==> src/rtl/neighbor_builder_if.sv <==
// Object-RAM and neighbor-RAM ports of the neighbor table builder.
// The builder is the master; the RAM side is the slave.
interface neighbor_builder_if #(
  parameter int ADDR_WIDTH = 11
);
  logic                  RAM_OBJ_EN;
  logic [ADDR_WIDTH-1:0] RAM_OBJ_A;
  logic [3:0]            RAM_OBJ_WE;
  logic [31:0]           RAM_OBJ_Di;
  logic [31:0]           RAM_OBJ_Do;
  logic                  RAM_NBR_EN;
  logic [ADDR_WIDTH-1:0] RAM_NBR_A;
  logic [3:0]            RAM_NBR_WE;
  logic [31:0]           RAM_NBR_Di;
  logic [31:0]           RAM_NBR_Do;

  modport master (
    output RAM_OBJ_EN, RAM_OBJ_A, RAM_OBJ_WE, RAM_OBJ_Di,
    output RAM_NBR_EN, RAM_NBR_A, RAM_NBR_WE, RAM_NBR_Di,
    input  RAM_OBJ_Do, RAM_NBR_Do
  );

  modport slave (
    input  RAM_OBJ_EN, RAM_OBJ_A, RAM_OBJ_WE, RAM_OBJ_Di,
    input  RAM_NBR_EN, RAM_NBR_A, RAM_NBR_WE, RAM_NBR_Di,
    output RAM_OBJ_Do, RAM_NBR_Do
  );
endinterface

==> src/rtl/neighbor_builder.sv <==
// Builds per-vertex neighbor lists from the face list in object RAM.
// Each vertex slot holds a count word followed by neighbor indices in insertion order.
module neighbor_builder #(
  parameter int ADDR_WIDTH         = 11,
  parameter int MAX_NEIGHBOR_COUNT = 10
) (
  input  logic                      clk,
  input  logic                      rst,
  input  logic                      start,
  input  logic [31:0]               vertex_count,
  input  logic [31:0]               face_count,
  neighbor_builder_if.master        ram,
  output logic                      busy,
  output logic                      done,
  output logic                      overflow,
  output logic                      index_err
);

  localparam logic [31:0] MAX_C   = 32'(MAX_NEIGHBOR_COUNT);
  localparam logic [31:0] LIMIT_C = MAX_C - 32'd1;

  typedef enum logic [3:0] {
    S_IDLE, S_CLEAR, S_FACE, S_FETCH, S_EDGE, S_RD_CNT,
    S_SCAN, S_CHECK, S_APP1, S_APP2, S_NEXT_FACE, S_DONE
  } state_t;

  state_t                state_r;
  logic [1:0]            ph_r;
  logic [31:0]           v_r, f_r, clear_k_r, face_r, obj_base_r;
  logic [31:0]           a_r, b_r, c_r, n_r, scan_i_r;
  logic [2:0]            edge_r;
  logic                  obj_en_r, nbr_en_r;
  logic [ADDR_WIDTH-1:0] obj_a_r, nbr_a_r;
  logic [3:0]            nbr_we_r;
  logic [31:0]           nbr_di_r;
  logic                  busy_r, done_r, overflow_r, index_err_r;
  logic [31:0]           u_s, w_s, base_s;

  function automatic logic idx_bad(input logic [31:0] x, input logic [31:0] v);
    return (x == 32'd0) || (x > v);
  endfunction

  // Directed edge u->w for the current edge slot: ab, ba, bc, cb, ca, ac.
  always_comb begin
    u_s = a_r;
    w_s = b_r;
    case (edge_r)
      3'd0:    begin u_s = a_r; w_s = b_r; end
      3'd1:    begin u_s = b_r; w_s = a_r; end
      3'd2:    begin u_s = b_r; w_s = c_r; end
      3'd3:    begin u_s = c_r; w_s = b_r; end
      3'd4:    begin u_s = c_r; w_s = a_r; end
      3'd5:    begin u_s = a_r; w_s = c_r; end
      default: begin u_s = a_r; w_s = b_r; end
    endcase
  end

  assign base_s = (u_s - 32'd1) * MAX_C;

  assign ram.RAM_OBJ_EN = obj_en_r;
  assign ram.RAM_OBJ_A  = obj_a_r;
  assign ram.RAM_OBJ_WE = 4'b0000;
  assign ram.RAM_OBJ_Di = 32'd0;
  assign ram.RAM_NBR_EN = nbr_en_r;
  assign ram.RAM_NBR_A  = nbr_a_r;
  assign ram.RAM_NBR_WE = nbr_we_r;
  assign ram.RAM_NBR_Di = nbr_di_r;
  assign busy           = busy_r;
  assign done           = done_r;
  assign overflow       = overflow_r;
  assign index_err      = index_err_r;

  // Build sequencer; RAM reads are issued then consumed two edges later.
  always_ff @(posedge clk) begin
    if (rst) begin
      state_r     <= S_IDLE;
      ph_r        <= 2'd0;
      v_r         <= 32'd0;
      f_r         <= 32'd0;
      clear_k_r   <= 32'd0;
      face_r      <= 32'd0;
      obj_base_r  <= 32'd0;
      a_r         <= 32'd0;
      b_r         <= 32'd0;
      c_r         <= 32'd0;
      n_r         <= 32'd0;
      scan_i_r    <= 32'd0;
      edge_r      <= 3'd0;
      obj_en_r    <= 1'b0;
      obj_a_r     <= '0;
      nbr_en_r    <= 1'b0;
      nbr_a_r     <= '0;
      nbr_we_r    <= 4'b0000;
      nbr_di_r    <= 32'd0;
      busy_r      <= 1'b0;
      done_r      <= 1'b0;
      overflow_r  <= 1'b0;
      index_err_r <= 1'b0;
    end else begin
      case (state_r)
        S_IDLE: begin
          obj_en_r <= 1'b0;
          nbr_en_r <= 1'b0;
          nbr_we_r <= 4'b0000;
          done_r   <= 1'b0;
          if (start) begin
            overflow_r  <= 1'b0;
            index_err_r <= 1'b0;
            busy_r      <= 1'b1;
            v_r         <= vertex_count;
            f_r         <= face_count;
            face_r      <= 32'd0;
            obj_base_r  <= vertex_count * 32'd3 + 32'd1;
            if (vertex_count == 32'd0) begin
              state_r <= S_FACE;
            end else begin
              clear_k_r <= 32'd1;
              nbr_en_r  <= 1'b1;
              nbr_we_r  <= 4'b1111;
              nbr_a_r   <= '0;
              nbr_di_r  <= 32'd0;
              state_r   <= S_CLEAR;
            end
          end
        end
        S_CLEAR: begin
          if (clear_k_r >= v_r) begin
            nbr_en_r <= 1'b0;
            nbr_we_r <= 4'b0000;
            state_r  <= S_FACE;
          end else begin
            clear_k_r <= clear_k_r + 32'd1;
            nbr_a_r   <= ADDR_WIDTH'(clear_k_r * MAX_C);
          end
        end
        S_FACE: begin
          if (face_r == f_r) begin
            state_r <= S_DONE;
          end else begin
            obj_en_r <= 1'b1;
            obj_a_r  <= ADDR_WIDTH'(obj_base_r);
            ph_r     <= 2'd0;
            state_r  <= S_FETCH;
          end
        end
        S_FETCH: begin
          case (ph_r)
            2'd0: begin
              obj_a_r <= ADDR_WIDTH'(obj_base_r + 32'd1);
              ph_r    <= 2'd1;
            end
            2'd1: begin
              a_r     <= ram.RAM_OBJ_Do;
              obj_a_r <= ADDR_WIDTH'(obj_base_r + 32'd2);
              ph_r    <= 2'd2;
            end
            2'd2: begin
              b_r      <= ram.RAM_OBJ_Do;
              obj_en_r <= 1'b0;
              ph_r     <= 2'd3;
            end
            default: begin
              c_r    <= ram.RAM_OBJ_Do;
              edge_r <= 3'd0;
              if (idx_bad(a_r, v_r) || idx_bad(b_r, v_r) || idx_bad(ram.RAM_OBJ_Do, v_r)) begin
                index_err_r <= 1'b1;
                state_r     <= S_NEXT_FACE;
              end else begin
                state_r <= S_EDGE;
              end
            end
          endcase
        end
        S_EDGE: begin
          if (edge_r == 3'd6) begin
            state_r <= S_NEXT_FACE;
          end else if (u_s == w_s) begin
            edge_r <= edge_r + 3'd1;
          end else begin
            nbr_en_r <= 1'b1;
            nbr_we_r <= 4'b0000;
            nbr_a_r  <= ADDR_WIDTH'(base_s);
            ph_r     <= 2'd0;
            state_r  <= S_RD_CNT;
          end
        end
        S_RD_CNT: begin
          if (ph_r == 2'd0) begin
            nbr_en_r <= 1'b0;
            ph_r     <= 2'd1;
          end else begin
            n_r      <= ram.RAM_NBR_Do;
            scan_i_r <= 32'd1;
            if (ram.RAM_NBR_Do == 32'd0) begin
              state_r <= S_CHECK;
            end else begin
              nbr_en_r <= 1'b1;
              nbr_a_r  <= ADDR_WIDTH'(base_s + 32'd1);
              ph_r     <= 2'd0;
              state_r  <= S_SCAN;
            end
          end
        end
        S_SCAN: begin
          if (ph_r == 2'd0) begin
            nbr_en_r <= 1'b0;
            ph_r     <= 2'd1;
          end else if (ram.RAM_NBR_Do == w_s) begin
            edge_r  <= edge_r + 3'd1;
            state_r <= S_EDGE;
          end else if (scan_i_r >= n_r) begin
            state_r <= S_CHECK;
          end else begin
            scan_i_r <= scan_i_r + 32'd1;
            nbr_en_r <= 1'b1;
            nbr_a_r  <= ADDR_WIDTH'(base_s + scan_i_r + 32'd1);
            ph_r     <= 2'd0;
          end
        end
        S_CHECK: begin
          if (n_r >= LIMIT_C) begin
            overflow_r <= 1'b1;
            edge_r     <= edge_r + 3'd1;
            state_r    <= S_EDGE;
          end else begin
            nbr_en_r <= 1'b1;
            nbr_we_r <= 4'b1111;
            nbr_a_r  <= ADDR_WIDTH'(base_s + n_r + 32'd1);
            nbr_di_r <= w_s;
            state_r  <= S_APP1;
          end
        end
        S_APP1: begin
          // Count is bumped only after the neighbor word lands.
          nbr_a_r  <= ADDR_WIDTH'(base_s);
          nbr_di_r <= n_r + 32'd1;
          state_r  <= S_APP2;
        end
        S_APP2: begin
          nbr_en_r <= 1'b0;
          nbr_we_r <= 4'b0000;
          edge_r   <= edge_r + 3'd1;
          state_r  <= S_EDGE;
        end
        S_NEXT_FACE: begin
          face_r     <= face_r + 32'd1;
          obj_base_r <= obj_base_r + 32'd3;
          state_r    <= S_FACE;
        end
        S_DONE: begin
          done_r   <= 1'b1;
          busy_r   <= 1'b0;
          obj_en_r <= 1'b0;
          nbr_en_r <= 1'b0;
          nbr_we_r <= 4'b0000;
          state_r  <= S_IDLE;
        end
        default: begin
          state_r <= S_IDLE;
        end
      endcase
    end
  end

endmodule

==> src/flat_wrapper.sv <==
// flat-port wrapper written by rule: the top's interface ports become plain ports
module neighbor_builder_flat 
#(
  parameter int ADDR_WIDTH         = 11,
  parameter int MAX_NEIGHBOR_COUNT = 10
)
  (clk, rst, start, vertex_count, face_count, busy, done, overflow, index_err, ram_RAM_OBJ_EN, ram_RAM_OBJ_A, ram_RAM_OBJ_WE, ram_RAM_OBJ_Di, ram_RAM_NBR_EN, ram_RAM_NBR_A, ram_RAM_NBR_WE, ram_RAM_NBR_Di, ram_RAM_OBJ_Do, ram_RAM_NBR_Do);
  neighbor_builder_if #(.ADDR_WIDTH(ADDR_WIDTH)) ram_i ();
  input  logic clk;
  input  logic rst;
  input  logic start;
  input  logic [31:0] vertex_count;
  input  logic [31:0] face_count;
  output logic busy;
  output logic done;
  output logic overflow;
  output logic index_err;
  output wire logic [$bits(ram_i.RAM_OBJ_EN)-1:0] ram_RAM_OBJ_EN;
  output wire logic [$bits(ram_i.RAM_OBJ_A)-1:0] ram_RAM_OBJ_A;
  output wire logic [$bits(ram_i.RAM_OBJ_WE)-1:0] ram_RAM_OBJ_WE;
  output wire logic [$bits(ram_i.RAM_OBJ_Di)-1:0] ram_RAM_OBJ_Di;
  output wire logic [$bits(ram_i.RAM_NBR_EN)-1:0] ram_RAM_NBR_EN;
  output wire logic [$bits(ram_i.RAM_NBR_A)-1:0] ram_RAM_NBR_A;
  output wire logic [$bits(ram_i.RAM_NBR_WE)-1:0] ram_RAM_NBR_WE;
  output wire logic [$bits(ram_i.RAM_NBR_Di)-1:0] ram_RAM_NBR_Di;
  input wire logic [$bits(ram_i.RAM_OBJ_Do)-1:0] ram_RAM_OBJ_Do;
  input wire logic [$bits(ram_i.RAM_NBR_Do)-1:0] ram_RAM_NBR_Do;
  assign ram_RAM_OBJ_EN = ram_i.RAM_OBJ_EN;
  assign ram_RAM_OBJ_A = ram_i.RAM_OBJ_A;
  assign ram_RAM_OBJ_WE = ram_i.RAM_OBJ_WE;
  assign ram_RAM_OBJ_Di = ram_i.RAM_OBJ_Di;
  assign ram_RAM_NBR_EN = ram_i.RAM_NBR_EN;
  assign ram_RAM_NBR_A = ram_i.RAM_NBR_A;
  assign ram_RAM_NBR_WE = ram_i.RAM_NBR_WE;
  assign ram_RAM_NBR_Di = ram_i.RAM_NBR_Di;
  assign ram_i.RAM_OBJ_Do = ram_RAM_OBJ_Do;
  assign ram_i.RAM_NBR_Do = ram_RAM_NBR_Do;
  neighbor_builder #(.ADDR_WIDTH(ADDR_WIDTH), .MAX_NEIGHBOR_COUNT(MAX_NEIGHBOR_COUNT)) u_core (.clk(clk), .rst(rst), .start(start), .vertex_count(vertex_count), .face_count(face_count), .ram(ram_i), .busy(busy), .done(done), .overflow(overflow), .index_err(index_err));
endmodule
==> config.mk <==
export PLATFORM = sky130hd
export DESIGN_NAME = neighbor_builder_flat
export DESIGN_NICKNAME = d
export VERILOG_FILES = /design/src/rtl/neighbor_builder_if.sv /design/src/rtl/neighbor_builder.sv /design/src/flat_wrapper.sv
export SDC_FILE = /design/constraint.sdc
export NUM_CORES = 1
export LEC_CHECK = 0
export CAP_MARGIN = 20
export CORE_MARGIN = 2
export CORE_UTILIZATION = 47
export DETAILED_ROUTE_END_ITERATION = 8
export PLACE_DENSITY = 0.79
export SETUP_SLACK_MARGIN = 0.4
export SLEW_MARGIN = 0
export SYNTH_ARGS = -nofsm -noshare
export SYNTH_HDL_FRONTEND = slang
export SYNTH_SLANG_ARGS = --single-unit
export TNS_END_PERCENT = 30
==> constraint.sdc <==
create_clock -name clk -period 9.02 [get_ports clk]
set_clock_uncertainty 0.15 [all_clocks]
set_input_delay 0.902 -clock clk [delete_from_list [all_inputs] [get_ports clk]]
set_output_delay 0.902 -clock clk [all_outputs]
set_load 0.02 [all_outputs]
==> Word-level counts from Yosys, hierarchy flattened <==
Cells that the tools add are included.
{ "op_classes": {"add_sub_neg": 15, "mul": 3, "magnitude_cmp": 6, "eq_ne": 48, "mux": 97, "n_bitwise": 2, "reduce_logical": 53} }
{ "op_table": {"columns": ["cell", "count"], "rows": [
  ["$mux W32", 12],
  ["$pmux W32 S2", 6],
  ["$add A32 B1 Y32 const B", 5],
  ["$logic_not A32 Y1", 5],
  ["$mux W11", 12],
  ["$eq A32 B32 Y1", 3],
  ["$gt A32 B32 Y1", 3],
  ["$pmux W32 S3", 1],
  ["$pmux W11 S7", 1],
  ["$mux W4", 18],
  ["$ge A32 B32 Y1", 2],
  ["$mul A32 B3 Y10 const B", 2],
  ["$add A11 B1 Y11 const B", 4],
  ["$pmux W11 S2", 2],
  ["$pmux W4 S11", 1],
  ["$add A32 B2 Y32 const B", 1],
  ["$ge A32 B4 Y1 const B", 1],
  ["$mul A32 B2 Y32 const B", 1],
  ["$sub A32 B1 Y32 const B", 1],
  ["$ne A2 B2 Y1 const B", 13],
  ["$add A11 B11 Y11", 2],
  ["$pmux W4 S5", 1],
  ["$mux W1", 19],
  ["$mux W2", 9],
  ["other kinds (39)", 99]
]} }
{ "totals": {"regBits": 393, "input_bits": 131, "out_inout_bits": 100, "elab_cells": 247} }

==> Logic depth before layout (Yosys ltp) <==
Gate-level depths: netlist (run 1).
{ "logic_depth": {"word_depth": 11, "depth_mapped": 31, "mapped_depth_nobuf": 26} }

==> Worst setup path before layout (run 1) <==
OpenSTA, ideal clock, no wires.
{ "synth_timing": {"path_kind": "flip-flop to flip-flop", "from": "reg u_core.edge_r[1]", "to": "reg u_core.nbr_a_r[10], in the netlist u_core.ram.RAM_NBR_A[10]", "setup_time_ns": 0.122, "t_arrival_ns": 5.146, "required_ns": 8.748, "setup_slack_ns": 3.602, "path_stages_with_launch": 27, "path_buffers": 5, "synth_period_minus_slack_ns": 5.418, "cell_sequence": "dfxtp_1 inv_1 ha_1 buf_6 buf_6 buf_8 o21ba_4 buf_6 clkbuf_1 nand2_1 nand3_1 nor4_4 xor2_1 ha_1 ha_1 a21o_1 a21oi_1 o21bai_1 a21oi_1 xnor2_1 ha_1 and3_1 a2111oi_0 o211ai_1 xnor2_1 a211oi_1 o21ai_1"} }
{ "synth_via": {"elab_chain_len": 11, "elab_cells_between_ends": 34, "classes_between": "add/sub (6); mul (1); eq/ne (11); mux (11); reduce/logical (5)"} }
{ "synth_lines": {"columns": ["item", "line", "rtl"], "rows": [
  ["start, declared", "neighbor_builder.sv:31", "logic [2:0] edge_r;"],
  ["start signal, assigned", "neighbor_builder.sv:178", "edge_r <= edge_r + 3'd1;"],
  ["start signal, assigned", "neighbor_builder.sv:209", "edge_r <= edge_r + 3'd1;"],
  ["start signal, assigned", "neighbor_builder.sv:223", "edge_r <= edge_r + 3'd1;"],
  ["$eq A3 B2 Y1 (tied with other cells)", "neighbor_builder.sv:47", "case (edge_r)"],
  ["$reduce_or A2 Y1 (no source line)", null, null],
  ["$pmux W32 S2", "neighbor_builder.sv:47", null],
  ["$sub A32 B1 Y32", "neighbor_builder.sv:58", "assign base_s = (u_s - 32'd1) * MAX_C;"],
  ["$mul A32 B3 Y10", "neighbor_builder.sv:58", null],
  ["$add A11 B11 Y11", "neighbor_builder.sv:216", "nbr_a_r <= ADDR_WIDTH'(base_s + scan_i_r + 32'd1);"],
  ["$add A11 B1 Y11", "neighbor_builder.sv:216", null],
  ["$mux W11", "neighbor_builder.sv:211", "end else if (scan_i_r >= n_r) begin"],
  ["$mux W11", "neighbor_builder.sv:208", "end else if (ram.RAM_NBR_Do == w_s) begin"],
  ["$mux W11", "neighbor_builder.sv:205", "if (ph_r == 2'd0) begin"],
  ["$pmux W11 S7", "neighbor_builder.sv:100", "case (state_r)"],
  ["end signal, assigned", "neighbor_builder.sv:198", "nbr_a_r <= ADDR_WIDTH'(base_s + 32'd1);"],
  ["end signal, assigned", "neighbor_builder.sv:216", null],
  ["end signal, assigned", "neighbor_builder.sv:228", "nbr_a_r <= ADDR_WIDTH'(base_s + n_r + 32'd1);"],
  ["end, declared", "neighbor_builder.sv:33", "logic [ADDR_WIDTH-1:0] obj_a_r, nbr_a_r;"]
]} }
Parallel ways exist; a longest one is shown, timed or not. The select of a mux whose other input is x is not followed.
A chain may end at the register's enable or synchronous reset.

==> Final worst setup path (run 1) <==
{ "layout_timing": {"from": "reg u_core.edge_r[0]", "to": "reg u_core.nbr_a_r[10], in the netlist u_core.ram.RAM_NBR_A[10]"} }
Same word-level chain as after synthesis.

==> load_flow_metrics.sql, run 1 <==
INSERT INTO impl_metrics (metric_group, metric, value, unit) VALUES
('synthesis', 'syn_avg_cell_area', '7.57', 'um2'),
('die', 'start_util', '0.475', ''),
('sta', 'timing.final.max_slew_violations', '0', ''),
('worst_setup_path', 'critical_path.max_stage_delay', '580', 'ps'),
('route', 'drc', '0', ''),
('synthesis', 'synthesis.area', '26200', 'um2'),
('clock_tree', 'cts-resized-gates', '0', ''),
('worst_setup_path', 'critical_path.reg2reg.startpoint', 'u_core.edge_r[0]$_SDFFE_PP0P_', ''),
('worst_setup_path', 'regToRegSetupSlack', '2420', 'ps'),
('die', 'die_height', '240', 'um'),
('route', 'vias', '26605', ''),
('clock_tree', 'clk_pin_slew_worst_setup_hold_paths', '60', 'ps'),
('clock_tree', 'tritoncts.num_buffers', '43', ''),
('die', 'number_of_rows_in_the_core_area', '86', ''),
('worst_setup_path', 'reg2reg_depth', '22', ''),
('sta', 'fmax', '152', 'MHz'),
('power_and_ir_drop', 'power_leakage', '10.9', 'nW'),
('clock_tree', 'cts_root_buffer_type', 'sky130_fd_sc_hd__clkbuf_16', ''),
('die', 'ioPinCount', '231', ''),
('layout', 'diodes', '0', ''),
('synthesis', 'yosys_cell_types', '86', ''),
('worst_setup_path', 'crit_path_kind', 'reg -> reg', ''),
('route', 'totalWireLength', '87600', 'um'),
('clock_tree', 'cts_setup_buffers', '0', ''),
('global_routing', 'grt_pass1_wl', '136000', 'um'),
('worst_setup_path', 'critPathMaxFanout', '36', ''),
('synthesis', 'synthesis.instances', '3459', ''),
('route', 'drtPass1Iterations', '6', ''),
('global_routing', 'first_global_vias', '24491', ''),
('placed_design', 'dp.final_hpwl', '64400', 'um'),
('sta', 'timing.final.crit_share', '0.731', ''),
('route', 'detail_route.vias_per_cell', '6.16', ''),
('die', 'die-area', '57600', 'um2'),
('worst_setup_path', 'crit_top_cell', 'sky130_fd_sc_hd__ha_1', ''),
('clock_tree', 'clock_sinks', '369', ''),
('synthesis', 'synth_seq_cells', '369', ''),
('global_routing', 'antenna_found_initial', '0', ''),
('run', 'drv_cap', '0', ''),
('outcome', 'outcome', 'finished, final reports clean', ''),
('worst_setup_path', 'critical_path.startpoint_type', 'flip-flop', ''),
('placed_design', 'gpl.final_weighted_congestion', '0.997', ''),
('clock_tree', 'post_cts_hold_buffer_count', '0', ''),
('synthesis', 'synth.top_cells.by_area', 'sky130_fd_sc_hd__dfxtp_1 28%, sky130_fd_sc_hd__ha_1 11%, sky130_fd_sc_hd__nand2_1 8.0%', ''),
('die', 'die-width', '240', 'um'),
('global_routing', 'globalRouteTotalUtil', '0.297', ''),
('worst_setup_path', 'cp-startpoint', 'u_core.edge_r[0]$_SDFFE_PP0P_', ''),
('layout', 'final_layout_size_suffix_gt1_frac', '0.0442', ''),
('synthesis', 'postSynth.asyncResetShare', '0', ''),
('power_and_ir_drop', 'cellPowerDensity', '184', 'nW/um2'),
('sta', 'grt_setup_unrepaired', 'false', ''),
('worst_setup_path', 'cp-end-kind', 'flip-flop', ''),
('clock_tree', 'worstSkewPairLatency', '590', 'ps'),
('synthesis', 'postSynth.topFlopCell', 'sky130_fd_sc_hd__dfxtp_1', ''),
('worst_setup_path', 'reg2reg_to', 'u_core.ram.RAM_NBR_A[10]$_SDFFE_PP0P_', ''),
('sta', 'final-setup-viol-count', '0', ''),
('sta', 'max_slew.worst_pin.slew', '1090', 'ps'),
('clock_tree', 'maximum_root_to_sink_buffer_count', '3', ''),
('route', 'initialDrtViolationCount', '3556', ''),
('layout', 'finalCoreUtilization', '0.544', ''),
('sta', 'timing.slew.headroom', '0.276', ''),
('global_routing', 'grt_start_max_net_pins', '140', ''),
('synthesis', 'yosysSeqAreaShare', '0.282', ''),
('synthesis', 'number_of_flops_mapped_to_enable_cells_by_yosys', '0', ''),
('die', 'core_area', '55100', 'um2'),
('worst_setup_path', 'critical-path-slowest-cell', 'sky130_fd_sc_hd__nor4_4', ''),
('route', 'drtAntennaViolNets', '0', ''),
('layout', 'areaGrowthSynthToFinish', '14.4', '%'),
('placed_design', 'numPortBuffers', '194', ''),
('worst_setup_path', 'worstPathCellList', 'inv_1 -> ha_1 -> buf_4 -> mux2_4 -> a22oi_1 -> nand2_1 -> nor4_4 -> xor2_1 -> ha_1 -> ha_1 -> a21o_1 -> a21oi_1 -> o21bai_1 -> a21oi_1 -> xnor2_1 -> ha_1 -> and3_1 -> a2111oi_0 -> o211ai_1 -> xnor2_1 -> a211oi_1 -> o21ai_1', ''),
('worst_setup_path', 'critPathArrivalTime', '6920', 'ps'),
('hold_path', 'hold_removal_path_class', 'reg -> reg', '');
==> worst max-delay path: cells and delay by family (launching register included) <==
kind / cells / cell delay, ps
flip-flops: 1 / 420
multiplexers: 1 / 460
AND/OR/NAND/NOR: 3 / 1080
XOR/XNOR: 3 / 580
adder cells (fa/ha/maj): 4 / 1470
AO/OA/AOI/OAI: 9 / 1880
buffers and inverters: 2 / 430
==> per-stage QoR <==
step	worst slack [ps]	power (mW)	cell area (um2)	std cells	hold WS, ps
CTS	2530	5.52	29900	4319	305
finish	2420	5.52	29900	4321	303
floorplan	3600	3.07	26300	3494	286
global placement	2660	3.65	28300	4237	293
detailed placement	2590	3.67	28400	4240	297
global route	1940	5.79	29900	4321	316
==> kinds of logic (layout without fill, tap and decap cells) <==
| logic type | after synthesis | in the layout | synth area share |
|---|---|---|---|
| buffers and inverters | 352 | 431 | 0.0601 |
| AOI/OAI and AO/OA | 962 | 962 | 0.229 |
| other | 1 | 36 | 0.000143 |
| xor gates and xnor gates | 171 | 171 | 0.0572 |
| DFF | 369 | 369 | 0.282 |
| and+or+nand+nor | 1332 | 1332 | 0.242 |
| muxes | 34 | 34 | 0.0139 |
| adders and majority gates | 238 | 238 | 0.115 |
==> cell type report <==
class                           count  area (um2)
Timing Repair Buffer              226        2270
Inverter                          126         473
Fill cell                        5189       25100
Clock inverter                     19         253
Sequential cell                   369        7390
Clock buffer                       60        1240
Multi-Input combinational cell   2773       17400
Tap cell                          748         936
==> routing by layer <==
metal	vias to the layer above	routed length (um)	track usage
li1	12602	-	-
met1	12329	35700	0.384
met2	1373	39200	0.476
met3	301	8060	0.0526
met4	0	4620	0.148
met5	-	0	0
==> report_power, final <==
group | switching [mW] | leakage [nW] | internal [mW]
clock | 0.731 | 0.724 | 1.11
sequential | 0.139 | 2.99 | 1.79
combinational | 1.10 | 7.21 | 0.658
total | 1.97 | 10.9 | 3.56
==> sequential cells by signal, indices dropped and copies added (netlist names), 2 cells and up <==
register,cells
u_core.edge_r,3
u_core.scan_i_r,32
u_core.state_r,4
u_core.clear_k_r,32
u_core.a_r,32
u_core.obj_base_r,11
u_core.v_r,32
u_core.ram.RAM_NBR_Di,32
u_core.ram.RAM_OBJ_A,11
u_core.n_r,32
u_core.face_r,32
u_core.ram.RAM_NBR_A,11
u_core.b_r,32
u_core.ph_r,2
u_core.c_r,32
u_core.f_r,32
==> layout by cell type, fill, tap and decap left out, drive strengths merged, types with 20 or more instances in the layout <==
master / Yosys / layout
o21ai: 137 / 137
o31ai: 23 / 23
nor4: 56 / 56
dfxtp: 369 / 369
ha: 233 / 233
nand2: 562 / 562
inv: 126 / 129
o221ai: 20 / 20
or3: 30 / 30
a21o: 70 / 70
xor2: 39 / 39
nor3: 59 / 59
clkdlybuf4s50: 0 / 193
clkbuf: 142 / 60
and3: 64 / 64
nor2: 205 / 205
o211ai: 30 / 30
buf: 84 / 33
nand4: 83 / 83
a211oi: 39 / 39
conb: 1 / 36
a21oi: 419 / 419
a22oi: 67 / 67
a221oi: 30 / 30
xnor2: 132 / 132
and2: 26 / 26
nor2b: 21 / 21
nand3: 134 / 134
nand2b: 25 / 25
==> worst min path at each step <==
stage,startpoint,endpoint,slack [ps],cells past startpoint
CTS,u_core.v_r[18]$_SDFFE_PP0P_,u_core.v_r[18]$_SDFFE_PP0P_,300,2
floorplan,u_core.v_r[10]$_SDFFE_PP0P_,u_core.v_r[10]$_SDFFE_PP0P_,290,2
global route,u_core.v_r[5]$_SDFFE_PP0P_,u_core.v_r[5]$_SDFFE_PP0P_,320,2
finish,u_core.v_r[2]$_SDFFE_PP0P_,u_core.v_r[2]$_SDFFE_PP0P_,300,2
global placement,u_core.v_r[1]$_SDFFE_PP0P_,u_core.v_r[1]$_SDFFE_PP0P_,290,2
detailed placement,u_core.v_r[18]$_SDFFE_PP0P_,u_core.v_r[18]$_SDFFE_PP0P_,300,2
(Power assumes the default switching activity.)
==> run 2: changes to the inputs <==
Clock period 9.02 ns to 6.5 ns, I/O delays scaled along.
==> run 2 against run 1 <==
Net effect: worst hold slack improved by 1.3 ps; wire length is 1.3% higher; global-route usage up 0.066 points; first-iteration DRC count fell by 11%; largest cell class unchanged; fmax up 14%.
==> load_flow_metrics.sql, run 2 (synthesized netlist as in run 1, its figures left out) <==
INSERT INTO impl_metrics (metric_group, metric, value, unit) VALUES
('sta', 'timing.setup.tns', '0', 'ps'),
('layout', 'final-instance-count-excl-fill', '4328', ''),
('route', 'initialDrtViolationCount', '3165', ''),
('worst_setup_path', 'critical_path.startpoint_type', 'flip-flop', ''),
('die', 'die_height', '240', 'um'),
('placed_design', 'place_ws', '701', 'ps'),
('layout', 'finalCoreUtilization', '0.545', ''),
('hold_path', 'hold-path-endpoint', 'u_core.v_r[14]$_SDFFE_PP0P_', ''),
('placed_design', 'numPortBuffers', '194', ''),
('clock_tree', 'clock_sinks', '369', ''),
('die', 'ioPinCount', '231', ''),
('layout', 'filler_cell_count', '5162', ''),
('layout', 'layout.nets', '3915', ''),
('die', 'die-width', '240', 'um'),
('power_and_ir_drop', 'cellPowerDensity', '259', 'nW/um2'),
('run', 'drv_cap', '0', ''),
('sta', 'grt_setup_unrepaired', 'false', ''),
('sta', 'final_hold_fails', '0', ''),
('clock_tree', 'clock_tree_from_tritoncts', 'done', ''),
('sta', 'timing.slew.headroom', '0.214', ''),
('route', 'totalWireLength', '88800', 'um'),
('worst_setup_path', 'top_cell_family_by_delay_on_the_critical_path', 'compound AO/OA/AOI/OAI gates', ''),
('route', 'vias', '26981', ''),
('route', 'avgRoutedWirePerCell', '20.5', 'um'),
('worst_setup_path', 'cp-end-kind', 'flip-flop', ''),
('global_routing', 'globalRouteTotalUtil', '0.298', ''),
('worst_setup_path', 'critical_path.reg2reg.startpoint', 'u_core.edge_r[0]$_SDFFE_PP0P_', ''),
('clock_tree', 'clock_tree.htree_level_count', '2', ''),
('power_and_ir_drop', 'irDropWorstVdd', '0.228', 'mV'),
('layout', 'areaGrowthSynthToFinish', '14.8', '%'),
('clock_tree', 'clk_pin_slew_worst_setup_hold_paths', '60', 'ps'),
('worst_setup_path', 'reg2reg_to', 'u_core.ram.RAM_NBR_A[10]$_SDFFE_PP0P_', ''),
('die', 'die-area', '57600', 'um2'),
('global_routing', 'antenna_found_initial', '0', ''),
('outcome', 'outcome', 'finished, final reports clean', ''),
('route', 'drtPass1Iterations', '7', ''),
('placed_design', 'dp.final_hpwl', '64700', 'um'),
('route', 'detail_route.vias_per_cell', '6.23', ''),
('clock_tree', 'cts_root_buffer_type', 'sky130_fd_sc_hd__clkbuf_16', ''),
('worst_setup_path', 'critPathArrivalTime', '6110', 'ps'),
('global_routing', 'grt_pass1_wl', '136000', 'um'),
('clock_tree', 'maximum_root_to_sink_buffer_count', '3', ''),
('worst_setup_path', 'reg2reg_depth', '23', ''),
('worst_setup_path', 'critical-path-slowest-cell', 'sky130_fd_sc_hd__ha_1', ''),
('route', 'drc', '0', ''),
('worst_setup_path', 'regToRegSetupSlack', '700', 'ps'),
('die', 'core_area', '55100', 'um2'),
('die', 'start_util', '0.475', ''),
('worst_setup_path', 'critical_path.max_stage_delay', '390', 'ps'),
('power_and_ir_drop', 'power_leakage', '11.0', 'nW'),
('worst_setup_path', 'critPathMaxFanout', '37', ''),
('global_routing', 'grt_overflow', '0', ''),
('hold_path', 'min_from', 'u_core.v_r[14]$_SDFFE_PP0P_', ''),
('layout', 'diodes', '0', ''),
('worst_setup_path', 'worstPathCellList', 'inv_1 -> ha_1 -> buf_6 -> o21bai_2 -> buf_4 -> nand3_1 -> nand3_1 -> nor4_4 -> xor2_1 -> ha_1 -> ha_1 -> a21o_1 -> a21oi_1 -> o21bai_1 -> a21oi_1 -> xnor2_1 -> ha_1 -> and3_1 -> a2111oi_0 -> o211ai_1 -> xnor2_1 -> a211oi_1 -> o21ai_1', ''),
('sta', 'final-setup-viol-count', '0', ''),
('sta', 'whs', '304', 'ps'),
('worst_setup_path', 'crit_top_cell', 'sky130_fd_sc_hd__ha_1', ''),
('clock_tree', 'tritoncts.num_buffers', '43', ''),
('power_and_ir_drop', 'post-layout-total-power', '7.79', 'mW'),
('worst_setup_path', 'required', '6810', 'ps'),
('die', 'number_of_rows_in_the_core_area', '86', ''),
('worst_setup_path', 'critPathBufInv', '3', ''),
('layout', 'finished_cell_area', '30000', 'um2'),
('hold_path', 'hold_removal_path_class', 'reg -> reg', ''),
('clock_tree', 'post_cts_hold_buffer_count', '0', ''),
('hold_path', 'worst_hold_path.num_cells', '2', ''),
('sta', 'layout_min_cycle_time', '5800', 'ps'),
('sta', 'timing.final.crit_share', '0.892', ''),
('worst_setup_path', 'crit_path_kind', 'reg -> reg', ''),
('sta', 'fmax', '172', 'MHz'),
('sta', 'max_slew.worst_pin.slew', '1170', 'ps'),
('placed_design', 'post-place-cells', '4242', ''),
('sta', 'timing.final.max_slew_violations', '0', ''),
('global_routing', 'grt_start_max_net_pins', '142', ''),
('sta', 'worst_slack', '699', 'ps'),
('layout', 'mostFrequentLayoutCell', 'sky130_fd_sc_hd__nand2_1', ''),
('route', 'drtAntennaViolNets', '0', ''),
('placed_design', 'gpl.final_weighted_congestion', '0.994', ''),
('layout', 'final_layout_size_suffix_gt1_frac', '0.0455', ''),
('global_routing', 'first_global_vias', '24515', ''),
('clock_tree', 'worstSkewPairLatency', '580', 'ps'),
('layout', 'layout.cells.most_common_list', '558 x sky130_fd_sc_hd__nand2_1, 419 x sky130_fd_sc_hd__a21oi_1, 368 x sky130_fd_sc_hd__dfxtp_1, 232 x sky130_fd_sc_hd__ha_1, 204 x sky130_fd_sc_hd__nor2_1', ''),
('placed_design', 'detailed_place.area', '28400', 'um2');
-- run 2: final cells by class --
type	count	area [um2]	share of cell area
Tap cell	748	936	0.0311
Multi-Input combinational cell	2773	17400	0.579
Clock inverter	16	282	0.00937
Sequential cell	369	7390	0.246
Inverter	126	473	0.0157
Clock buffer	63	1250	0.0417
Timing Repair Buffer	233	2330	0.0777
-- run 2: per-layer routing --
| metal | wire, um | up-vias | share of wire | GRT usage |
|---|---|---|---|---|
| li1 | - | 12619 | - | - |
| met5 | 0 | - | 0 | 0 |
| met2 | 39700 | 1534 | 0.45 | 0.476 |
| met1 | 35800 | 12523 | 0.40 | 0.388 |
| met4 | 4760 | 0 | 0.054 | 0.153 |
| met3 | 8550 | 305 | 0.096 | 0.0467 |
-- run 2: how the worst max path moves through the flow --
stage / startpoint / end / depth (start not counted)
finish: u_core.edge_r[0]$_SDFFE_PP0P_ / u_core.ram.RAM_NBR_A[10]$_SDFFE_PP0P_ / 23
global route: u_core.edge_r[0]$_SDFFE_PP0P_ / u_core.ram.RAM_NBR_A[10]$_SDFFE_PP0P_ / 23
CTS: u_core.edge_r[0]$_SDFFE_PP0P_ / u_core.ram.RAM_NBR_A[10]$_SDFFE_PP0P_ / 23
detailed placement: u_core.edge_r[0]$_SDFFE_PP0P_ / u_core.ram.RAM_NBR_A[10]$_SDFFE_PP0P_ / 23
global placement: u_core.edge_r[0]$_SDFFE_PP0P_ / u_core.ram.RAM_NBR_A[10]$_SDFFE_PP0P_ / 23
floorplan: u_core.edge_r[1]$_SDFFE_PP0P_ / u_core.ram.RAM_NBR_A[10]$_SDFFE_PP0P_ / 26
-- run 2: worst reg2reg max path, cell delays in order, from the launching register on --
cell	delay, ps
sky130_fd_sc_hd__dfxtp_1	350
sky130_fd_sc_hd__inv_1	100
sky130_fd_sc_hd__ha_1	220
sky130_fd_sc_hd__buf_6	320
sky130_fd_sc_hd__o21bai_2	170
sky130_fd_sc_hd__buf_4	250
sky130_fd_sc_hd__nand3_1	170
sky130_fd_sc_hd__nand3_1	210
sky130_fd_sc_hd__nor4_4	350
sky130_fd_sc_hd__xor2_1	210
sky130_fd_sc_hd__ha_1	270
sky130_fd_sc_hd__ha_1	300
sky130_fd_sc_hd__a21o_1	180
sky130_fd_sc_hd__a21oi_1	220
sky130_fd_sc_hd__o21bai_1	90
sky130_fd_sc_hd__a21oi_1	180
sky130_fd_sc_hd__xnor2_1	270
sky130_fd_sc_hd__ha_1	390
sky130_fd_sc_hd__and3_1	210
sky130_fd_sc_hd__a2111oi_0	370
sky130_fd_sc_hd__o211ai_1	170
sky130_fd_sc_hd__xnor2_1	150
sky130_fd_sc_hd__a211oi_1	260
sky130_fd_sc_hd__o21ai_1	100
-- run 2: what timing repair did --
| action | 4_1_cts | 5_1_grt |
|---|---|---|
| setup buffers | 0 | 2 |
| gates resized for setup | 0 | 2 |
| endpoints found under the setup margin | 0 | 1 |
-- run 2: power by group --
part           switching [mW]  internal [mW]  total, mW
sequential              0.166           2.48       2.65
combinational            1.56          0.927       2.49
clock                    1.03           1.62       2.65
total                    2.76           5.03       7.79
